$ cat config.mk
export PLATFORM = sky130hd
export DESIGN_NAME = instrumented_adder_kogge_wrapper
export DESIGN_NICKNAME = d
export VERILOG_FILES = /design/src/rtl/instr_adder_pkg.sv /design/src/rtl/kogge_stone_adder.sv /design/src/rtl/instrumented_adder_kogge_wrapper.sv
export SDC_FILE = /design/constraint.sdc
export NUM_CORES = 1
export LEC_CHECK = 0
export ABC_AREA = 1
export CAP_MARGIN = 20
export CORE_MARGIN = 2
export CORE_UTILIZATION = 50
export CTS_CLUSTER_DIAMETER = 200
export DETAILED_ROUTE_END_ITERATION = 10
export PLACE_DENSITY = 0.81
export SYNTH_ARGS = -nofsm -noshare
export SYNTH_HDL_FRONTEND = slang
export SYNTH_HIERARCHICAL = 1
export SYNTH_SLANG_ARGS = --single-unit
$ cat constraint.sdc
create_clock -name wb_clk_i -period 4.8 [get_ports wb_clk_i]
set_input_delay 1.2 -clock wb_clk_i [delete_from_list [all_inputs] [get_ports wb_clk_i]]
set_output_delay 1.2 -clock wb_clk_i [all_outputs]
set_load 0.01 [all_outputs]
$ cat src/rtl/instr_adder_pkg.sv
// Shared widths, LA control-bit indices and config-field offsets for the instrumented adder wrapper.
package instr_adder_pkg;

  localparam int unsigned WIDTH   = 32;
  localparam int unsigned LA_W    = 32;
  localparam int unsigned IO_W    = 38;
  localparam int unsigned CNT_W   = 29;
  localparam int unsigned FIELD_W = 5;

  localparam int unsigned CTL_LOAD_A   = 0;
  localparam int unsigned CTL_LOAD_B   = 1;
  localparam int unsigned CTL_LOAD_CFG = 2;
  localparam int unsigned CTL_RUN      = 3;
  localparam int unsigned CTL_CLR_CNT  = 4;

  localparam int unsigned CFG_RING_LSB = 0;
  localparam int unsigned CFG_S_LSB    = 5;
  localparam int unsigned CFG_EXT_LSB  = 10;
  localparam int unsigned CFG_EXT_EN   = 15;

  localparam int unsigned IO_CHAIN_BIT = 8;
  localparam int unsigned IO_EXT_BIT   = 9;

  // Bit-select field to one-hot operand mask.
  function automatic logic [WIDTH-1:0] onehot(input logic [FIELD_W-1:0] idx);
    return WIDTH'(1) << idx;
  endfunction

endpackage

$ cat src/rtl/kogge_stone_adder.sv
// Combinational Kogge-Stone parallel-prefix adder, carry-in tied to 0.
module kogge_stone_adder #(
  parameter int unsigned WIDTH = 32
) (
  input  logic [WIDTH-1:0] a,
  input  logic [WIDTH-1:0] b,
  output logic [WIDTH-1:0] sum,
  output logic             cout
);

  localparam int unsigned STAGES = $clog2(WIDTH);

  logic [WIDTH-1:0] g;
  logic [WIDTH-1:0] p;
  logic [WIDTH-1:0] p0;
  logic [WIDTH-1:0] g_nxt;
  logic [WIDTH-1:0] p_nxt;

  // Each stage combines group (g,p) with the group 2^k positions below.
  always_comb begin
    g     = a & b;
    p     = a ^ b;
    p0    = p;
    g_nxt = g;
    p_nxt = p;
    for (int k = 0; k < STAGES; k++) begin
      g_nxt = g;
      p_nxt = p;
      for (int i = (1 << k); i < WIDTH; i++) begin
        g_nxt[i] = g[i] | (p[i] & g[i - (1 << k)]);
        p_nxt[i] = p[i] & p[i - (1 << k)];
      end
      g = g_nxt;
      p = p_nxt;
    end
    sum  = p0 ^ {g[WIDTH-2:0], 1'b0};
    cout = g[WIDTH-1];
  end

endmodule

$ cat src/rtl/instrumented_adder_kogge_wrapper.sv
// Caravel-style wrapper: KS adder with ring-oscillation test mode and cycle/toggle counters.
// Optional ADDER_RIPPLE_REF_EN adds a behavioural reference sum and sticky mismatch flag.
module instrumented_adder_kogge_wrapper
  import instr_adder_pkg::*;
(
  input  logic            wb_clk_i,
  input  logic            wb_rst_i,
  input  logic            active,
  input  logic [LA_W-1:0] la1_data_in,
  output logic [LA_W-1:0] la1_data_out,
  input  logic [LA_W-1:0] la1_oenb,
  input  logic [LA_W-1:0] la2_data_in,
  output logic [LA_W-1:0] la2_data_out,
  input  logic [LA_W-1:0] la2_oenb,
  input  logic [LA_W-1:0] la3_data_in,
  output logic [LA_W-1:0] la3_data_out,
  input  logic [LA_W-1:0] la3_oenb,
  input  logic [IO_W-1:0] io_in,
  output logic [IO_W-1:0] io_out,
  output logic [IO_W-1:0] io_oeb
);

  logic [WIDTH-1:0] a_input, b_input;
  logic [WIDTH-1:0] ring_mask, s_mask, ext_mask;
  logic             ext_en;
  logic [WIDTH-1:0] sum_q;
  logic             carry_q;
  logic             chain_out;
  logic [CNT_W-1:0] cycle_cnt;
  logic [LA_W-1:0]  toggle_cnt;
  logic             done;
  logic             mismatch;

  logic [WIDTH-1:0] ks_sum;
  logic             ks_cout;
  logic             fb;
  logic [WIDTH-1:0] a_next;
  logic [CNT_W-1:0] cnt_next;
  logic             load_a, load_b, load_cfg, run, clr_cnt;
  logic             unused_inputs;

  assign load_a   = la1_data_in[CTL_LOAD_A];
  assign load_b   = la1_data_in[CTL_LOAD_B];
  assign load_cfg = la1_data_in[CTL_LOAD_CFG];
  assign run      = la1_data_in[CTL_RUN];
  assign clr_cnt  = la1_data_in[CTL_CLR_CNT];

  assign unused_inputs = ^{la1_data_in[LA_W-1:CTL_CLR_CNT+1], la1_oenb, la2_oenb, la3_oenb,
                           la2_data_in[LA_W-1:CFG_EXT_EN+1], io_in[IO_W-1:IO_EXT_BIT+1],
                           io_in[IO_EXT_BIT-1:0]};

  kogge_stone_adder #(.WIDTH(WIDTH)) u_adder (
    .a    (a_input),
    .b    (b_input),
    .sum  (ks_sum),
    .cout (ks_cout)
  );

  assign fb = |(ks_sum & s_mask);

  // Ring bit takes inverted feedback; external bit overrides on the same position.
  always_comb begin
    a_next = (a_input & ~ring_mask) | (ring_mask & {WIDTH{~fb}});
    if (ext_en) begin
      a_next = (a_next & ~ext_mask) | (ext_mask & {WIDTH{io_in[IO_EXT_BIT]}});
    end
  end

  assign cnt_next = (&cycle_cnt) ? cycle_cnt : cycle_cnt + CNT_W'(1);

  always_ff @(posedge wb_clk_i) begin
    if (wb_rst_i) begin
      a_input    <= '0;
      b_input    <= '0;
      ring_mask  <= '0;
      s_mask     <= '0;
      ext_mask   <= '0;
      ext_en     <= 1'b0;
      sum_q      <= '0;
      carry_q    <= 1'b0;
      chain_out  <= 1'b0;
      cycle_cnt  <= '0;
      toggle_cnt <= '0;
      done       <= 1'b0;
    end else begin
      sum_q   <= ks_sum;
      carry_q <= ks_cout;
      if (!run) begin
        if (load_a) a_input <= la2_data_in;
        if (load_b) b_input <= la2_data_in;
        if (load_cfg) begin
          ring_mask <= onehot(la2_data_in[CFG_RING_LSB +: FIELD_W]);
          s_mask    <= onehot(la2_data_in[CFG_S_LSB +: FIELD_W]);
          ext_mask  <= onehot(la2_data_in[CFG_EXT_LSB +: FIELD_W]);
          ext_en    <= la2_data_in[CFG_EXT_EN];
        end
      end
      if (clr_cnt) begin
        cycle_cnt  <= '0;
        toggle_cnt <= '0;
        done       <= 1'b0;
        chain_out  <= 1'b0;
      end else if (run && !done) begin
        a_input    <= a_next;
        chain_out  <= fb;
        toggle_cnt <= toggle_cnt + LA_W'(fb != chain_out);
        cycle_cnt  <= cnt_next;
        if ((la3_data_in != '0) && (LA_W'(cnt_next) == la3_data_in)) done <= 1'b1;
      end
    end
  end

`ifdef ADDER_RIPPLE_REF_EN
  logic [WIDTH:0] ref_q;

  // Reference lines up with sum_q/carry_q: both register the same operands on the same edge.
  always_ff @(posedge wb_clk_i) begin
    if (wb_rst_i) begin
      ref_q    <= '0;
      mismatch <= 1'b0;
    end else begin
      ref_q <= {1'b0, a_input} + {1'b0, b_input};
      if (clr_cnt) mismatch <= 1'b0;
      else if (ref_q != {carry_q, sum_q}) mismatch <= 1'b1;
    end
  end
`else
  assign mismatch = 1'b0;
`endif

  assign la1_data_out = active ? sum_q : '0;
  assign la2_data_out = active ? toggle_cnt : '0;
  assign la3_data_out = active ? {done, carry_q, mismatch, cycle_cnt} : '0;
  assign io_out       = active ? (IO_W'(chain_out) << IO_CHAIN_BIT) : '0;
  assign io_oeb       = active ? '0 : '1;

endmodule

# Yosys cells after proc, flatten, opt, wreduce, memory -nomap -nowiden
# Index checks and enable logic that the tools add are counted.
[totals] out_inout_bits=172 word_cells=410 regBits=257 inputBits=233
[op_classes] n_reduce_logical=10 bitwise=370 n_eq_ne=2 muxes=11 shifts=3 addsub=2
[ops] cell="$mux 32" count=8
[ops] cell="$and 1x1->1" count=227
[ops] cell="$and 32x32->32" count=6
[ops] cell="$or 1x1->1" count=129
[ops] cell="$shl 1x5->32 const A" count=3
[ops] cell="$not 32->32" count=2
[ops] cell="$or 32x32->32" count=2
[ops] cell="$xor 32x32->32" count=2
[ops] cell="$mux 38" count=1
[ops] cell="$add 32x1->32" count=1
[ops] cell="$eq 29x32->1" count=1
[ops] cell="$reduce_bool 32->1" count=1
[ops] cell="$reduce_or 32->1" count=1
[ops] cell="$add 29x1->29 const B" count=1
[ops] cell="$mux 29" count=1
[ops] cell="$reduce_and 29->1" count=1
[ops] cell="$mux 9" count=1
[ops] cell="$reduce_and 2->1" count=3
[ops] cell="$logic_and 1x1->1" count=2
[ops] cell="$not 1->1" count=2
[ops] cell="$reduce_or 2->1" count=1
[ops] cell="$logic_not 1->1" count=1
[ops] cell="$ne 1x1->1" count=1

# Longest topological paths before layout
# Gate-level depths: netlist of the first run.
[logic_depth] word_depth=21 ltp_mapped=32 depth_no_buf=31

# By module
# Netlist of the first run, hierarchy kept.
[by_module_without_submodules] module="instrumented_adder_kogge_wrapper" instances=1 cells_each=2070 area_per_inst_um2=13521.7 seq_area_each_um2=5144.9
[by_module_without_submodules] module="kogge_stone_adder" instances=1 cells_each=500 area_per_inst_um2=2413.6 seq_area_each_um2=0.0

# Worst setup path after synthesis of the first run
# OpenSTA, ideal clock, no wires.
[synth_timing] kind="register to register" startpoint="register a_input[0]" endpoint="register toggle_cnt[31]" setup_time_ns=0.117 arrival_time_ns=4.116 stages_incl_launch_ff=33 synth_period_minus_slack_ns=4.234 n_path_buf=1 slack_ns=0.566 path_cell_list="dfxtp_1 > ha_1 > fa_1 > nand3_1 > nand3_2 > nand2_1 > nand2_2 > nand2_1 > nand2_2 > nand2_1 > nand2_1 > nand2_1 > nand2_1 > a22o_1 > a221oi_1 > nand2_1 > nor2_1 > nand2_1 > clkbuf_1 > xor2_1 > ha_1 > nand2_1 > nor3_2 > nand2_1 > nor2_2 > nand3_1 > nor2_2 > nand2_1 > nor2_2 > nand2_1 > nor2_1 > xnor2_1 > nor2_1"
[synth_via] elab_chain_len=14 elab_cells_between_ends=67
[synth_lines] element="start: declaration" line="instrumented_adder_kogge_wrapper.sv:23" rtl="logic [WIDTH-1:0] a_input, b_input;"
[synth_lines] element="start signal: assignment" line="instrumented_adder_kogge_wrapper.sv:89" rtl="if (load_a) a_input <= la2_data_in;"
[synth_lines] element="start signal: assignment" line="instrumented_adder_kogge_wrapper.sv:104" rtl="a_input <= a_next;"
[synth_lines] element="$and 32x32->32" line="kogge_stone_adder.sv:21" rtl="g = a & b;"
[synth_lines] element="$and 1x1->1" line="kogge_stone_adder.sv:30" rtl="g_nxt[i] = g[i] | (p[i] & g[i - (1 << k)]);"
[synth_lines] element="$or 1x1->1" line="kogge_stone_adder.sv:30"
[synth_lines] element="$and 1x1->1" line="kogge_stone_adder.sv:30"
[synth_lines] element="$or 1x1->1" line="kogge_stone_adder.sv:30"
[synth_lines] element="$and 1x1->1" line="kogge_stone_adder.sv:30"
[synth_lines] element="$or 1x1->1" line="kogge_stone_adder.sv:30"
[synth_lines] element="$and 1x1->1" line="kogge_stone_adder.sv:30"
[synth_lines] element="$or 1x1->1" line="kogge_stone_adder.sv:30"
[synth_lines] element="$xor 32x32->32" line="kogge_stone_adder.sv:36" rtl="sum = p0 ^ {g[WIDTH-2:0], 1'b0};"
[synth_lines] element="named net ks_sum[28]" line="instrumented_adder_kogge_wrapper.sv:34" rtl="logic [WIDTH-1:0] ks_sum;"
[synth_lines] element="$and 32x32->32" line="instrumented_adder_kogge_wrapper.sv:59" rtl="assign fb = |(ks_sum & s_mask);"
[synth_lines] element="$reduce_or 32->1" line="instrumented_adder_kogge_wrapper.sv:59"
[synth_lines] element="$ne 1x1->1" line="instrumented_adder_kogge_wrapper.sv:106" rtl="toggle_cnt <= toggle_cnt + LA_W'(fb != chain_out);"
[synth_lines] element="$add 32x1->32" line="instrumented_adder_kogge_wrapper.sv:106"
[synth_lines] element="end signal: assignment" line="instrumented_adder_kogge_wrapper.sv:106"
[synth_lines] element="end: declaration" line="instrumented_adder_kogge_wrapper.sv:30" rtl="logic [LA_W-1:0] toggle_cnt;"
# The timed path passes the listed nets, and every way through them passes these cells.
# A chain may end at the register's enable or synchronous reset.

# Worst setup path in the final report of the first run
[layout_timing] startpoint="register a_input[0]" endpoint="register toggle_cnt[29]"
[layout_via] elab_cells_between_ends=67
[layout_rtl] element="$and 32x32->32" line="kogge_stone_adder.sv:21"
[layout_rtl] element="$and 1x1->1" line="kogge_stone_adder.sv:30"
[layout_rtl] element="$or 1x1->1" line="kogge_stone_adder.sv:30"
[layout_rtl] element="$and 1x1->1" line="kogge_stone_adder.sv:30"
[layout_rtl] element="$or 1x1->1" line="kogge_stone_adder.sv:30"
[layout_rtl] element="$and 1x1->1" line="kogge_stone_adder.sv:30"
[layout_rtl] element="$or 1x1->1" line="kogge_stone_adder.sv:30"
[layout_rtl] element="$xor 32x32->32" line="kogge_stone_adder.sv:36"
[layout_rtl] element="named net ks_sum[20]" line="instrumented_adder_kogge_wrapper.sv:34"
[layout_rtl] element="$and 32x32->32" line="instrumented_adder_kogge_wrapper.sv:59"
[layout_rtl] element="$reduce_or 32->1" line="instrumented_adder_kogge_wrapper.sv:59"
[layout_rtl] element="$ne 1x1->1" line="instrumented_adder_kogge_wrapper.sv:106"
[layout_rtl] element="$add 32x1->32" line="instrumented_adder_kogge_wrapper.sv:106"
# The timed path passes the listed nets, and every way through them passes these cells.

==> flow_summary.yaml, run 1 <==
worst_setup_path:
  arrival_ps: 4930
  crit_slowest_cell: "fa_2"
  cp-start-kind: "flop"
  worstSetupEndpointType: "flop"
  cpMostUsedCell: "nand2_1"
  crit_buf_inv: 1
  cpLargestDelayFamily: "simple AND/OR/NAND/NOR gates"
  crit_type: "reg -> reg"
  crit_path_max_fanout: 4
  slowest_delay_ps: 390
  required_ps: 5300
floorplan:
  ioPinCount: 405
  die-area_um2: 33300
  start_util: 0.506
  rows: 65
  die_h_um: 183
  dieWidth_um: 183
  core_um2: 31500
clocking:
  clock-sinks: 257
  cts-root-buf: "clkbuf_16"
  cts_tree: "yes"
  cts_max_level: 1
  cts.clk_slew.worst_paths_ps: 60
  worstSkewPairLatency_ps: 560
  numCtsBuffers: 28
  hold_buffers: 0
  clock_path_buffers: 3
route:
  drt-vias-per-instance: 5.32
  drt-pass1-iter-count: 7
  routedWlPerCell_um: 15.1
  drcViolationCount: 0
  wl_met2_mm: 21.6
  met3_wirelength_mm: 3.53
  ant_nets: 0
  m1WireLength_mm: 19.6
  vias: 16500
  drt_iter0_markers: 1475
  top_layer: "met4"
  drt_wl_total_mm: 46.7
place:
  postPlaceCellArea_um2: 17800
  routabilityCongestion: 0.948
  hpwl_mm: 34.9
  placement.io_buffers: 206
synthesis:
  avgSynthCellArea_um2: 6.20
  synth_area_um2: 15900
  ys_top_cells_by_area: "dfxtp_1 (32%), nand2_1 (18%), inv_1 (8.7%), nor2_1 (7.0%), a21oi_1 (5.1%)"
  synth_simple_gate_area_frac: 0.329
  postSynth.asyncResetShare: 0
  ys_ff_latch: 257
  synth_fa_ha_area_frac: 0.0287
  synth-compound-area-share: 0.141
  muxShareOfSynthArea: 0
  yosys.area.top_type_share: 0.323
  synthDistinctLibCells: 46
  synth_cells: 2570
  yosysWarnings: 6
  synth_ff_type: "dfxtp_1"
  synth-xor-area-share: 0.0247
  yosys.area.top_type: "dfxtp_1"
  synth_top_family_by_area: "simple AND/OR/NAND/NOR gates"
  yosysSeqAreaShare: 0.323
  synth_edf_count: 0
timing:
  period_share: 0.924
  slew_violations: 0
  setup_violations: 0
  maxSlewHeadroom: 0.357
  holdWs_ps: 469
  clock.fmax_mhz: 226
  min_period_ps: 4430
  worst_pin_slew_ps: 959
  skew_ps: 21.5
  hold_viol: 0
worst_hold_path:
  min_path_type: "reg -> reg"
global_routing:
  grt_max_degree: 98
  grt_pass1_vias: 14900
  antenna_found_initial: 0
  grt_use_total: 0.270
  grt_pass1_wl_mm: 74.0
  gr-total-overflow: 0
power_and_ir_drop:
  irDropWorstVdd_mv: 0.258
  pwr_density_cell_nw_per_um2: 279
  cellLeakagePower_nw: 8.98
finish:
  layout-drive-gt1-share: 0.0467
  finalInstanceArea_um2: 18800
  final_nets: 2951
  areaGrowthSynthToFinish_pct: 18.2
  diodes: 0
flow_run:
  drv_cap: 0
outcome:
  outcome: "completed"
[metal layers]
metal,track usage,up-vias
met2,0.457,727
li1,-,8218
met5,0,-
met3,0.0295,118
met1,0.349,7443
met4,0.115,0
[area by class of cell]
type,instances,area [um2]
well taps,402,503
clock buffers,37,764
clock inverters,11,153
repair buffers,232,2290
multi-input cells,1783,8560
fillers,2940,12600
inverters,380,1430
flip-flops and latches,257,5150
[Yosys cell counts, types with 2 or more instances]
cell,count
inv_1,369
buf_2,4
xor2_1,41
nand2_2,14
a22o_1,7
clkinv_1,7
ha_1,35
o21bai_1,3
nand4_1,18
nor4_1,21
clkbuf_1,97
nor3_2,5
inv_2,4
nand2_4,2
o211ai_1,48
xnor2_1,4
nand2_1,778
buf_1,6
a22oi_1,42
dfxtp_1,257
a31oi_1,33
nor3_1,16
buf_4,76
o21ai_0,76
nand3_1,110
buf_6,3
a21oi_1,162
a221oi_1,7
nand3_2,4
nor2_2,9
nor2_1,297
[layout by cell type (no fill, tap or decap), types with 8 or more instances in the layout]
| cell | n |
|---|---|
| a21oi_1 | 161 |
| a22oi_1 | 42 |
| a31oi_1 | 33 |
| buf_4 | 24 |
| clkbuf_16 | 28 |
| clkdlybuf4s50_1 | 204 |
| conb_1 | 38 |
| dfxtp_1 | 255 |
| ha_1 | 33 |
| inv_1 | 368 |
| nand2_1 | 776 |
| nand2_2 | 15 |
| nand3_1 | 107 |
| nand4_1 | 18 |
| nor2_1 | 295 |
| nor2_2 | 8 |
| nor3_1 | 16 |
| nor4_1 | 21 |
| o211ai_1 | 48 |
| o21ai_0 | 75 |
| xor2_1 | 41 |
[state kept, by name, summed over array words and instances, names as in the netlist]
signal      cells
a_input        32
b_input        32
ext_mask       32
ring_mask      32
s_mask         32
sum_q          32
toggle_cnt     32
cycle_cnt      29
carry_q         1
chain_out       1
done            1
ext_en          1
[metrics by stage]
stage | total power [mW] | cells | setup WS [ps] | TNS [ps] | utilization
after global placement | 3.10 | 3048 | 195 | 0 | 0.565
final | 5.26 | 3102 | 366 | 0 | 0.599
after floorplan | 2.85 | 2607 | 566 | 0 | -
after CTS | 5.27 | 3096 | 123 | 0 | 0.594
after detailed placement | 3.11 | 3048 | 132 | 0 | 0.565
after global routing | 5.46 | 3102 | -17.4 | -19.7 | 0.599
[power breakdown]
| part | leakage, nW | switching (mW) | internal, mW |
|---|---|---|---|
| logic | 6.45 | 0.510 | 0.303 |
| registers | 2.09 | 0.0612 | 2.21 |
| clock network | 0.439 | 0.892 | 1.28 |
| total | 8.98 | 1.46 | 3.79 |
[worst reg2reg max path: cells and delay by family (launching register included)]
family	cells	cell delay, ps
AO/OA/AOI/OAI	2	480
AND/OR/NAND/NOR	21	2460
XOR/XNOR	1	160
buffers and inverters	1	130
adder cells (fa/ha/maj)	3	820
flip-flops	1	360
[cell families after synthesis]
family,Yosys count
fa+ha+maj,36
flops,257
other cells,1
buf+inv,567
xor+xnor,45
compound gates,381
simple gates,1283
[repair_timing]
action,CTS,global route
setup endpoints to repair,0,15
buffers inserted,0,4
resized for setup,0,18
[path summary, 6_finish.rpt]
kind | start | to | slack [ps] | depth (start not counted)
worst max-delay path | a_input[0]$_SDFF_PP0_ | toggle_cnt[29]$_SDFFE_PP0P_ | 370 | 28
worst min-delay path | s_mask[25]$_SDFFE_PP0P_ | s_mask[25]$_SDFFE_PP0P_ | 470 | 2
worst max register to register | a_input[0]$_SDFF_PP0_ | toggle_cnt[29]$_SDFFE_PP0P_ | 370 | 28
worst min register to register | s_mask[25]$_SDFFE_PP0P_ | s_mask[25]$_SDFFE_PP0P_ | 470 | 2
No activity file was read; power rests on OpenSTA's default activity.
==> inputs of run 2 (changes only) <==
- SYNTH_HIERARCHICAL: 1 -> default
==> run 2 against run 1 <==
Against the previous run:
- critical endpoint is now toggle_cnt[30]$_SDFFE_PP0P_
- die area rose by 3.8%
- clock power is essentially flat
- sequential cell count is the same
- largest cell class unchanged
==> flow_summary.yaml, run 2 <==
floorplan:
  dieWidth_um: 186
  core_um2: 32500
  ioPinCount: 405
  die_h_um: 186
  die-area_um2: 34600
  rows: 66
  start_util: 0.509
synthesis:
  avgSynthCellArea_um2: 6.24
  synthDistinctLibCells: 44
  ys_ff_latch: 257
  ys_top_cells_by_area: "dfxtp_1 (31%), nand2_1 (16%), inv_1 (9.1%), nor2_1 (7.7%), a21oi_1 (4.4%)"
  synth_ff_type: "dfxtp_1"
  synth.most_common_cell: "nand2_1"
  synth_cells: 2653
  yosys.area.top_type_share: 0.311
  synth_edf_count: 0
  yosysWarnings: 0
  yosys.area.top_type: "dfxtp_1"
  synth_commonest_cells: "nand2_1 (718), inv_1 (401), nor2_1 (339), dfxtp_1 (257), a21oi_1 (146)"
  synth_area_um2: 16600
  yosysSeqAreaShare: 0.311
  postSynth.asyncResetShare: 0
power_and_ir_drop:
  pwr_density_cell_nw_per_um2: 271
  cellLeakagePower_nw: 9.41
  irDropWorstVdd_mv: 0.403
clocking:
  cts_max_level: 1
  cts-root-buf: "clkbuf_16"
  clock_path_buffers: 3
  hold_buffers: 0
  cts.clk_slew.worst_paths_ps: 60
  cts_tree: "yes"
  clock-sinks: 257
  worstSkewPairLatency_ps: 570
  numCtsBuffers: 29
worst_setup_path:
  worstSetupEndpointType: "flop"
  crit_type: "reg -> reg"
  crit_slowest_cell: "dfxtp_1"
  arrival_ps: 5030
  cp-start-kind: "flop"
  crit_path_max_fanout: 5
  required_ps: 5240
  slowest_delay_ps: 420
  cpMostUsedCell: "nand2_1"
place:
  routabilityCongestion: 0.959
  placement.io_buffers: 206
  hpwl_mm: 39.9
  post-place-cells: 3178
timing:
  period_share: 0.957
  setup_violations: 0
  final.setup.tns_ps: 0
  worst_pin_slew_ps: 1010
  hold_viol: 0
  skew_ps: 32.1
  min_period_ps: 4590
  slew_violations: 0
  maxSlewHeadroom: 0.326
  clock.fmax_mhz: 218
route:
  routedWlPerCell_um: 16.4
  drcViolationCount: 0
  wl_met2_mm: 24.6
  ant_nets: 0
  drt_wl_total_mm: 53.2
  drt-vias-per-instance: 5.31
  drt-pass1-iter-count: 9
  top_layer: "met4"
  m1WireLength_mm: 22.5
  vias: 17200
  drt_iter0_markers: 1915
  met3_wirelength_mm: 4.19
finish:
  layout-drive-gt1-share: 0.0880
  mostFrequentLayoutCells: "nand2_1 (706), inv_1 (398), nor2_1 (328), dfxtp_1 (254), clkdlybuf4s50_1 (204)"
  stdcell_count: 3236
  final_nets: 3045
  areaGrowthSynthToFinish_pct: 19.5
  diodes: 0
  layout_commonest_cell: "nand2_1"
outcome:
  outcome: "completed"
global_routing:
  gr-total-overflow: 0
  grt_pass1_vias: 15700
  grt_use_total: 0.297
  grt_max_degree: 67
  antenna_found_initial: 0
  grt_pass1_wl_mm: 81.3
flow_run:
  drv_cap: 0
worst_hold_path:
  min_path_type: "reg -> reg"
run 2: routing by layer:
metal  up-vias  GRT usage
met5         -          0
met3       121     0.0376
met2       833      0.501
met1      7814      0.390
met4         0      0.106
li1       8430          -
run 2: power breakdown:
part | switching, mW | total (mW) | internal [mW] | leakage, nW
clock | 0.906 | 2.20 | 1.30 | 0.459
combinational | 0.563 | 0.893 | 0.330 | 6.86
sequential | 0.0597 | 2.27 | 2.21 | 2.09
run 2: path summary, 6_finish.rpt:
check / startpoint / endpoint / slack [ps] / depth (start not counted)
max: a_input[15]$_SDFF_PP0_ / toggle_cnt[30]$_SDFFE_PP0P_ / 210 / 30
min: s_mask[1]$_SDFFE_PP0P_ / s_mask[1]$_SDFFE_PP0P_ / 470 / 2
max reg2reg: a_input[15]$_SDFF_PP0_ / toggle_cnt[30]$_SDFFE_PP0P_ / 210 / 30
min reg2reg: s_mask[1]$_SDFFE_PP0P_ / s_mask[1]$_SDFFE_PP0P_ / 470 / 2
run 2: cell type report:
type,instances,area [um2]
clock buffers,40,827
clock inverters,9,101
fillers,3120,12700
inverters,417,1570
multi-input cells,1829,9220
flip-flops and latches,257,5150
well taps,442,553
repair buffers,242,2380
run 2: what timing repair did:
| item | CTS | global route |
|---|---|---|
| gates resized for setup | 0 | 64 |
| buffers inserted | 0 | 7 |
| endpoints found under the setup margin | 0 | 17 |
run 2: kinds of logic (layout without fill, tap and decap cells):
family | count (synthesis) | in the layout | synth area share
AOI/OAI and AO/OA | 369 | 369 | 0.129
buffers and inverters | 604 | 708 | 0.157
and+or+nand+nor | 1328 | 1328 | 0.345
other | 1 | 38 | 0.000226
xor gates and xnor gates | 58 | 58 | 0.0307
DFF | 257 | 257 | 0.311
adders and majority gates | 36 | 36 | 0.0277
run 2: metrics by stage:
step                power [mW]  hold WS [ps]   util  setup slack (ps)  cell area (um2)
finish                    5.37           468  0.608               209            19800
global route              5.57           480  0.608             -64.0            19800
CTS                       5.35           468  0.597               115            19400
detailed placement        3.16           459  0.569               168            18500
global placement          3.15           454  0.569               258            18500
floorplan                 2.88           445      -               720            16700
run 2: worst max-delay path: cells and delay by family (launching register included):
kind	cells	cell delay (ps)
simple gates	19	2470
fa+ha+maj	3	740
buf+inv	4	270
flops	1	420
compound gates	3	390
xor+xnor	1	150
==> inputs of run 3 (changes only) <==
- TNS_END_PERCENT: default -> 30
==> results of run 3 <==
Same layout as run 2: the final DEF is identical, and so are final timing and power.
